[config.mk]
export PLATFORM = sky130hd
export DESIGN_NAME = sha256_nonce_worker_flat
export DESIGN_NICKNAME = d
export VERILOG_FILES = /design/src/rtl/sha256_pkg.sv /design/src/rtl/sha256_nonce_worker_if.sv /design/src/rtl/sha256_msg_window.sv /design/src/rtl/sha256_nonce_worker.sv /design/src/flat_wrapper.sv
export SDC_FILE = /design/constraint.sdc
export NUM_CORES = 2
export LEC_CHECK = 0
export ABC_AREA = 1
export CAP_MARGIN = 20
export CORE_UTILIZATION = 40
export DETAILED_ROUTE_END_ITERATION = 8
export PLACE_DENSITY = 0.68
export SYNTH_ARGS = -nofsm -noshare
export SYNTH_HDL_FRONTEND = slang
export SYNTH_SLANG_ARGS = --single-unit
export TNS_END_PERCENT = 30
[constraint.sdc]
create_clock -name clk -period 93.3 [get_ports clk]
set_input_delay 18.66 -clock clk [delete_from_list [all_inputs] [get_ports clk]]
set_output_delay 18.66 -clock clk [all_outputs]
set_load 0.03 [all_outputs]
[src/rtl/sha256_pkg.sv]
// rtl/sha256_pkg.sv - SHA-256 constants, state type and round/sigma helpers for the nonce worker
package sha256_pkg;

  localparam int LEN_P2 = 640;
  localparam int LEN_P3 = 256;

  typedef enum logic [1:0] {IDLE, ROUND, FINAL} state_t;

  localparam logic [255:0] IV = 256'h6a09e667_bb67ae85_3c6ef372_a54ff53a_510e527f_9b05688c_1f83d9ab_5be0cd19;

  localparam logic [31:0] K [64] = '{
    32'h428a2f98, 32'h71374491, 32'hb5c0fbcf, 32'he9b5dba5, 32'h3956c25b, 32'h59f111f1, 32'h923f82a4, 32'hab1c5ed5,
    32'hd807aa98, 32'h12835b01, 32'h243185be, 32'h550c7dc3, 32'h72be5d74, 32'h80deb1fe, 32'h9bdc06a7, 32'hc19bf174,
    32'he49b69c1, 32'hefbe4786, 32'h0fc19dc6, 32'h240ca1cc, 32'h2de92c6f, 32'h4a7484aa, 32'h5cb0a9dc, 32'h76f988da,
    32'h983e5152, 32'ha831c66d, 32'hb00327c8, 32'hbf597fc7, 32'hc6e00bf3, 32'hd5a79147, 32'h06ca6351, 32'h14292967,
    32'h27b70a85, 32'h2e1b2138, 32'h4d2c6dfc, 32'h53380d13, 32'h650a7354, 32'h766a0abb, 32'h81c2c92e, 32'h92722c85,
    32'ha2bfe8a1, 32'ha81a664b, 32'hc24b8b70, 32'hc76c51a3, 32'hd192e819, 32'hd6990624, 32'hf40e3585, 32'h106aa070,
    32'h19a4c116, 32'h1e376c08, 32'h2748774c, 32'h34b0bcb5, 32'h391c0cb3, 32'h4ed8aa4a, 32'h5b9cca4f, 32'h682e6ff3,
    32'h748f82ee, 32'h78a5636f, 32'h84c87814, 32'h8cc70208, 32'h90befffa, 32'ha4506ceb, 32'hbef9a3f7, 32'hc67178f2
  };

  function automatic logic [31:0] rotr(input logic [31:0] x, input int n);
    return (x >> n) | (x << (32 - n));
  endfunction

  function automatic logic [31:0] shr(input logic [31:0] x, input int n);
    return x >> n;
  endfunction

  function automatic logic [31:0] sig0(input logic [31:0] x);
    return rotr(x, 7) ^ rotr(x, 18) ^ shr(x, 3);
  endfunction

  function automatic logic [31:0] sig1(input logic [31:0] x);
    return rotr(x, 17) ^ rotr(x, 19) ^ shr(x, 10);
  endfunction

  // s is {a,b,c,d,e,f,g,h} with a in the MSBs; result uses the same packing
  function automatic logic [255:0] sha256_round(input logic [255:0] s, input logic [31:0] k,
                                                input logic [31:0] w);
    logic [31:0] a, b, c, d, e, f, g, h, t1, t2;
    {a, b, c, d, e, f, g, h} = s;
    t1 = h + (rotr(e, 6) ^ rotr(e, 11) ^ rotr(e, 25)) + ((e & f) ^ (~e & g)) + k + w;
    t2 = (rotr(a, 2) ^ rotr(a, 13) ^ rotr(a, 22)) + ((a & b) ^ (a & c) ^ (b & c));
    return {t1 + t2, a, b, c, d + t1, e, f, g};
  endfunction

  function automatic logic [255:0] add_words(input logic [255:0] x, input logic [255:0] y);
    logic [255:0] r;
    for (int i = 0; i < 8; i++) r[32*i +: 32] = x[32*i +: 32] + y[32*i +: 32];
    return r;
  endfunction

endpackage

[src/rtl/sha256_nonce_worker_if.sv]
// rtl/sha256_nonce_worker_if.sv - master/worker start/finish handshake and job data bundle
interface sha256_nonce_worker_if;
  logic         start;
  logic         phase_sel;
  logic [31:0]  nonce;
  logic [95:0]  msg_tail;
  logic [255:0] hin;
  logic [255:0] hout;
  logic         busy;
  logic         finish;

  modport master (
    output start, phase_sel, nonce, msg_tail, hin,
    input  hout, busy, finish
  );

  modport slave (
    input  start, phase_sel, nonce, msg_tail, hin,
    output hout, busy, finish
  );
endinterface

[src/rtl/sha256_msg_window.sv]
// rtl/sha256_msg_window.sv - 16-word SHA-256 message schedule window with in-place expansion
// SHA_DUAL_ROUND_EN: shift by two words per cycle and expose a second word on w1.
module sha256_msg_window
  import sha256_pkg::*;
(
  input  logic         clk,
  input  logic         load,
  input  logic         shift,
  input  logic [511:0] block,
  output logic [31:0]  w0
`ifdef SHA_DUAL_ROUND_EN
  ,
  output logic [31:0]  w1
`endif
);

  logic [31:0] win [16];
  logic [31:0] nxt0;

  assign nxt0 = sig1(win[14]) + win[9] + sig0(win[1]) + win[0];
  assign w0   = win[0];

`ifdef SHA_DUAL_ROUND_EN
  // Second new word only reaches back to win[15], never to nxt0, so both compute in parallel
  logic [31:0] nxt1;
  assign nxt1 = sig1(win[15]) + win[10] + sig0(win[2]) + win[1];
  assign w1   = win[1];
`endif

  always_ff @(posedge clk) begin
    if (load) begin
      for (int i = 0; i < 16; i++) win[i] <= block[511 - 32*i -: 32];
    end else if (shift) begin
`ifdef SHA_DUAL_ROUND_EN
      for (int i = 0; i < 14; i++) win[i] <= win[i + 2];
      win[14] <= nxt0;
      win[15] <= nxt1;
`else
      for (int i = 0; i < 15; i++) win[i] <= win[i + 1];
      win[15] <= nxt0;
`endif
    end
  end

endmodule

[src/rtl/sha256_nonce_worker.sv]
// rtl/sha256_nonce_worker.sv - per-nonce SHA-256 worker running phase-2 and phase-3 blocks
// SHA_DUAL_ROUND_EN: two chained rounds per cycle, halving the ROUND duration.
module sha256_nonce_worker
  import sha256_pkg::*;
#(
  parameter int NUM_ROUNDS = 64
)(
  input logic                   clk,
  input logic                   reset,
  sha256_nonce_worker_if.slave  bus
);

  state_t       state;
  logic [5:0]   t;
  logic         phase_q;
  logic [255:0] st;
  logic [255:0] chain;
  logic [255:0] p2_dig;
  logic [255:0] st_next;
  logic [511:0] block;
  logic [31:0]  w0;
  logic         load;
  logic         shift;

  assign load  = (state == IDLE) && bus.start;
  assign shift = (state == ROUND);

  always_comb begin
    block = '0;
    if (bus.phase_sel)
      block = {p2_dig, 32'h8000_0000, 160'd0, 32'd0, 32'(LEN_P3)};
    else
      block = {bus.msg_tail, bus.nonce, 32'h8000_0000, 288'd0, 32'd0, 32'(LEN_P2)};
  end

`ifdef SHA_DUAL_ROUND_EN
  localparam logic [5:0] T_STEP = 6'd2;
  logic [31:0]  w1;
  logic [255:0] st_mid;

  assign st_mid  = sha256_round(st, K[t], w0);
  assign st_next = sha256_round(st_mid, K[t + 6'd1], w1);

  sha256_msg_window u_window (
    .clk   (clk),
    .load  (load),
    .shift (shift),
    .block (block),
    .w0    (w0),
    .w1    (w1)
  );
`else
  localparam logic [5:0] T_STEP = 6'd1;

  assign st_next = sha256_round(st, K[t], w0);

  sha256_msg_window u_window (
    .clk   (clk),
    .load  (load),
    .shift (shift),
    .block (block),
    .w0    (w0)
  );
`endif

  localparam logic [5:0] T_LAST = 6'(NUM_ROUNDS - int'(T_STEP));

  always_ff @(posedge clk or posedge reset) begin
    if (reset) begin
      state      <= IDLE;
      t          <= '0;
      phase_q    <= 1'b0;
      st         <= '0;
      chain      <= '0;
      p2_dig     <= '0;
      bus.hout   <= '0;
      bus.busy   <= 1'b0;
      bus.finish <= 1'b0;
    end else begin
      case (state)
        IDLE: begin
          if (bus.start) begin
            phase_q  <= bus.phase_sel;
            st       <= bus.phase_sel ? IV : bus.hin;
            chain    <= bus.phase_sel ? IV : bus.hin;
            t        <= '0;
            bus.busy <= 1'b1;
            state    <= ROUND;
          end
        end
        ROUND: begin
          st <= st_next;
          t  <= t + T_STEP;
          if (t == T_LAST) state <= FINAL;
        end
        FINAL: begin
          // Stay in FINAL while finish is high so a start in that cycle is ignored
          if (!bus.finish) begin
            bus.hout   <= add_words(chain, st);
            if (!phase_q) p2_dig <= add_words(chain, st);
            bus.finish <= 1'b1;
          end else begin
            bus.finish <= 1'b0;
            bus.busy   <= 1'b0;
            state      <= IDLE;
          end
        end
        default: state <= IDLE;
      endcase
    end
  end

endmodule

[src/flat_wrapper.sv]
// flat-port wrapper written by rule: the top's interface ports become plain ports
module sha256_nonce_worker_flat import sha256_pkg::*;
#(
  parameter int NUM_ROUNDS = 64
)
  (clk, reset, bus_start, bus_phase_sel, bus_nonce, bus_msg_tail, bus_hin, bus_hout, bus_busy, bus_finish);
  sha256_nonce_worker_if bus_i ();
  input logic clk;
  input logic reset;
  input wire logic [$bits(bus_i.start)-1:0] bus_start;
  input wire logic [$bits(bus_i.phase_sel)-1:0] bus_phase_sel;
  input wire logic [$bits(bus_i.nonce)-1:0] bus_nonce;
  input wire logic [$bits(bus_i.msg_tail)-1:0] bus_msg_tail;
  input wire logic [$bits(bus_i.hin)-1:0] bus_hin;
  output wire logic [$bits(bus_i.hout)-1:0] bus_hout;
  output wire logic [$bits(bus_i.busy)-1:0] bus_busy;
  output wire logic [$bits(bus_i.finish)-1:0] bus_finish;
  assign bus_i.start = bus_start;
  assign bus_i.phase_sel = bus_phase_sel;
  assign bus_i.nonce = bus_nonce;
  assign bus_i.msg_tail = bus_msg_tail;
  assign bus_i.hin = bus_hin;
  assign bus_hout = bus_i.hout;
  assign bus_busy = bus_i.busy;
  assign bus_finish = bus_i.finish;
  sha256_nonce_worker #(.NUM_ROUNDS(NUM_ROUNDS)) u_core (.clk(clk), .reset(reset), .bus(bus_i));
endmodule
==> metrics.txt <==
status=finished, final reports clean; CP Max Fanout=110; RSZ-0062 raised after global routing=false; largest net degree at the start of global routing=172; Critical Path End Type=flip-flop; WS Path Type=in -> reg; slew margin rel.=22.3%; final slew viol count=0; max_cap viols=0; initial antenna violation count=48; Slowest cell on crit path=buf_4; hold path startpoint=u_core.bus.hout[162]; TNS Setup=0 ps; syn nets=approximately 12000; Synth Flop Type=dfrtp_1; commonest non-fill, non-tap cell in the layout=nand2_1; worst endpoint required time=93800 ps; Layout Utilization=46.9%; gpl congestion=1.05; Synth cell types=67; worst path arrival time=22930 ps; clk sinks=1547; Mapped Area=0.0922 sq mm; global-route wire length before repair=573000 um; Post-synth EDFFs=512; syn_area_per_cell=8.36 sq um; htree depth=4; reg-to-reg slack, setup=83740 ps; input/output buffers=645; pre-CTS setup slack=69970 ps; Hold Path Stages=2; Iter 0 DRT Violations=10800; hold crit path type=reg -> reg; clk slew on worst S/H paths=60 ps; Slew @ Worst Pin=~1200 ps; CTS tree=done; core footprint=0.228 sq mm; DRT Pass-1 Iters=7; reg2reg path depth=41; min Tclk post-route=~22000 ps; Final Skew=59.8 ps; post-DP HPWL=318000 um; IO Pins=approximately 650; Final ANT Viol Nets=0; Final Hold Viols=0; CTS Root Cell=clkbuf_16; Die Area=between 0.2 and 0.25 sq mm; CTS max path bufs=3; clk_lat worst skew=approximately 900 ps; GRT Residual Overflow=0; post-CTS setup buffers=0; endpoint of the worst hold path=u_core.bus.hout[162]; Post-Route WL=407000 um; most frequent cells in the layout=nand2_1, inv_1, dfrtp_1; Highest Clock Rate=0.0446 GHz; Final period util=about a quarter; drt drc=0; Die X=482 um; Core Rows=175; gr usage total=between 30% and 40%; # setup viols final=0; fraction of registers with async set/reset=about 67%; register bit total from synthesis=between 1500 and 2000; Starting Density=40.4%; vias=84100; reg2reg start=u_core.t[0]; vias per inst=between 5 and 6; routed length per placed instance=roughly 28 um; vias in the first global route=between 70000 and 80000; sequential share of the synthesized area=44.8%; layout cell share with drive strength beyond 1=4.44%; CTS resizes=0; Synth Warn #=0; area grow syn2layout=16.0%; post-route setup slack=about 71000 ps; Synth Instances=roughly 11000; Worst path max stage delay=920 ps; crit start category=primary input; DIE HEIGHT=~480 um; worst r2r dst=u_core.st[255]; final net count=roughly 12000; CTS Buf Count=around 170; fill count=roughly 22000; hold_buf cts=0; worst-path cell chain=clkdlybuf4s50_1, o221ai_2, nor2_8, nor2_8, inv_8, buf_4, buf_4
==> worst max path at each step <==
stage,from,endpoint,slack [ps],cells after the start
after floorplan,reset,u_core.bus.busy,45510,1
after global placement,bus_start,u_core.u_window.win[1][172],70030,7
after detailed placement,bus_start,u_core.u_window.win[1][182],69970,7
after CTS,bus_start,u_core.u_window.win[1][106],70940,7
after global routing,bus_start,u_core.u_window.win[1][182],70720,7
final,bus_start,u_core.u_window.win[1][180],70870,7
==> cells by family (layout without fill, tap and decap cells) <==
kind of cell	count (synthesis)	count (layout)	synth area share (%)
buffers and inverters	1750	2307	7.42
flip-flops	1547	1547	44.8
XOR/XNOR	427	427	4.06
multiplexers	1	1	0.0122
adder cells (fa/ha/maj)	591	591	9.59
other	0	29	0
AO/OA/AOI/OAI	2444	2444	15.1
AND/OR/NAND/NOR	4272	4272	19.1
==> synthesized netlist by cell type, types with 6 or more instances <==
library cell  number  area share (%)
o21ai_2            8           0.076
a31o_2             6           0.057
xor2_1           224             2.1
a21o_1            34            0.28
o22ai_1           21            0.14
a21oi_1          776             4.2
ha_1             390             5.3
xnor2_1          203             1.9
nand2_1         2584              11
o31ai_1           20            0.16
a22oi_1           41            0.33
o21ai_1          150            0.81
nor2_1           803             3.3
a21boi_0          14            0.11
dfrtp_1         1035              28
o221ai_1          77            0.73
buf_4             29            0.24
a32oi_1            6           0.057
edfxtp_1         512              17
nand4_1           52            0.35
o21ai_0          960             5.2
o22a_1            10           0.095
o21bai_1          29            0.24
nand3b_1          44            0.36
nand2b_1           9           0.061
or2_2            112            0.76
o21a_1            33            0.27
a221oi_1          21            0.20
a211oi_1          24            0.20
inv_2             11           0.045
fa_1             195             4.2
a31oi_1           31            0.21
buf_2            114            0.62
clkbuf_1         323             1.3
maj3_1             6           0.065
nand3_1          539             2.9
a22o_1            85            0.81
o211ai_1          70            0.57
buf_1             20           0.081
inv_1           1247             5.1
nor4_1            20            0.14
nor3_1            91            0.49
==> final cells by class <==
class / count / area (sq um) / share of cell area, %
multi-input combinational: 7735 / 44100 / 41.2
tap: 3009 / 3760 / 3.52
sequential: 1547 / 41300 / 38.6
timing repair buffer: 729 / 7150 / 6.69
antenna: 29 / 72.6 / 0.0679
clock buffer: 231 / 4700 / 4.40
clock inverter: 87 / 1070 / 1.00
inverter: 1260 / 4780 / 4.47
==> metal layers <==
layer  track usage [%]  vias up  wire (um)
met4              17.7       24      23900
met5                 0        -        391
met3              9.57      825      47400
met1              46.8    41000     164000
li1                  -    37400          -
met2              49.8     4862     171000
==> stage by stage <==
stage,cells,hold WS (ps),area [sq um]
after floorplan,11000,442,92200
after global placement,14300,454,101000
after detailed placement,14300,457,101000
after CTS,14600,472,107000
after global routing,14600,491,107000
final,14600,467,107000
==> state kept, by name, indices dropped and copies added, names as in the netlist <==
name,cells
u_core.phase_q,1
u_core.bus.hout,256
u_core.u_window.win,512
u_core.bus.finish,1
u_core.p2_dig,256
u_core.chain,256
u_core.st,256
u_core.state,2
u_core.t,6
u_core.bus.busy,1
==> worst max-delay path, delay by kind of cell <==
family	cells	cell delay, ps
AND/OR/NAND/NOR	2	840
AO/OA/AOI/OAI	1	230
buffers and inverters	4	3070
Power is not shown: default switching activity piles up to over one toggle a cycle in this logic, so the estimate is an artifact.
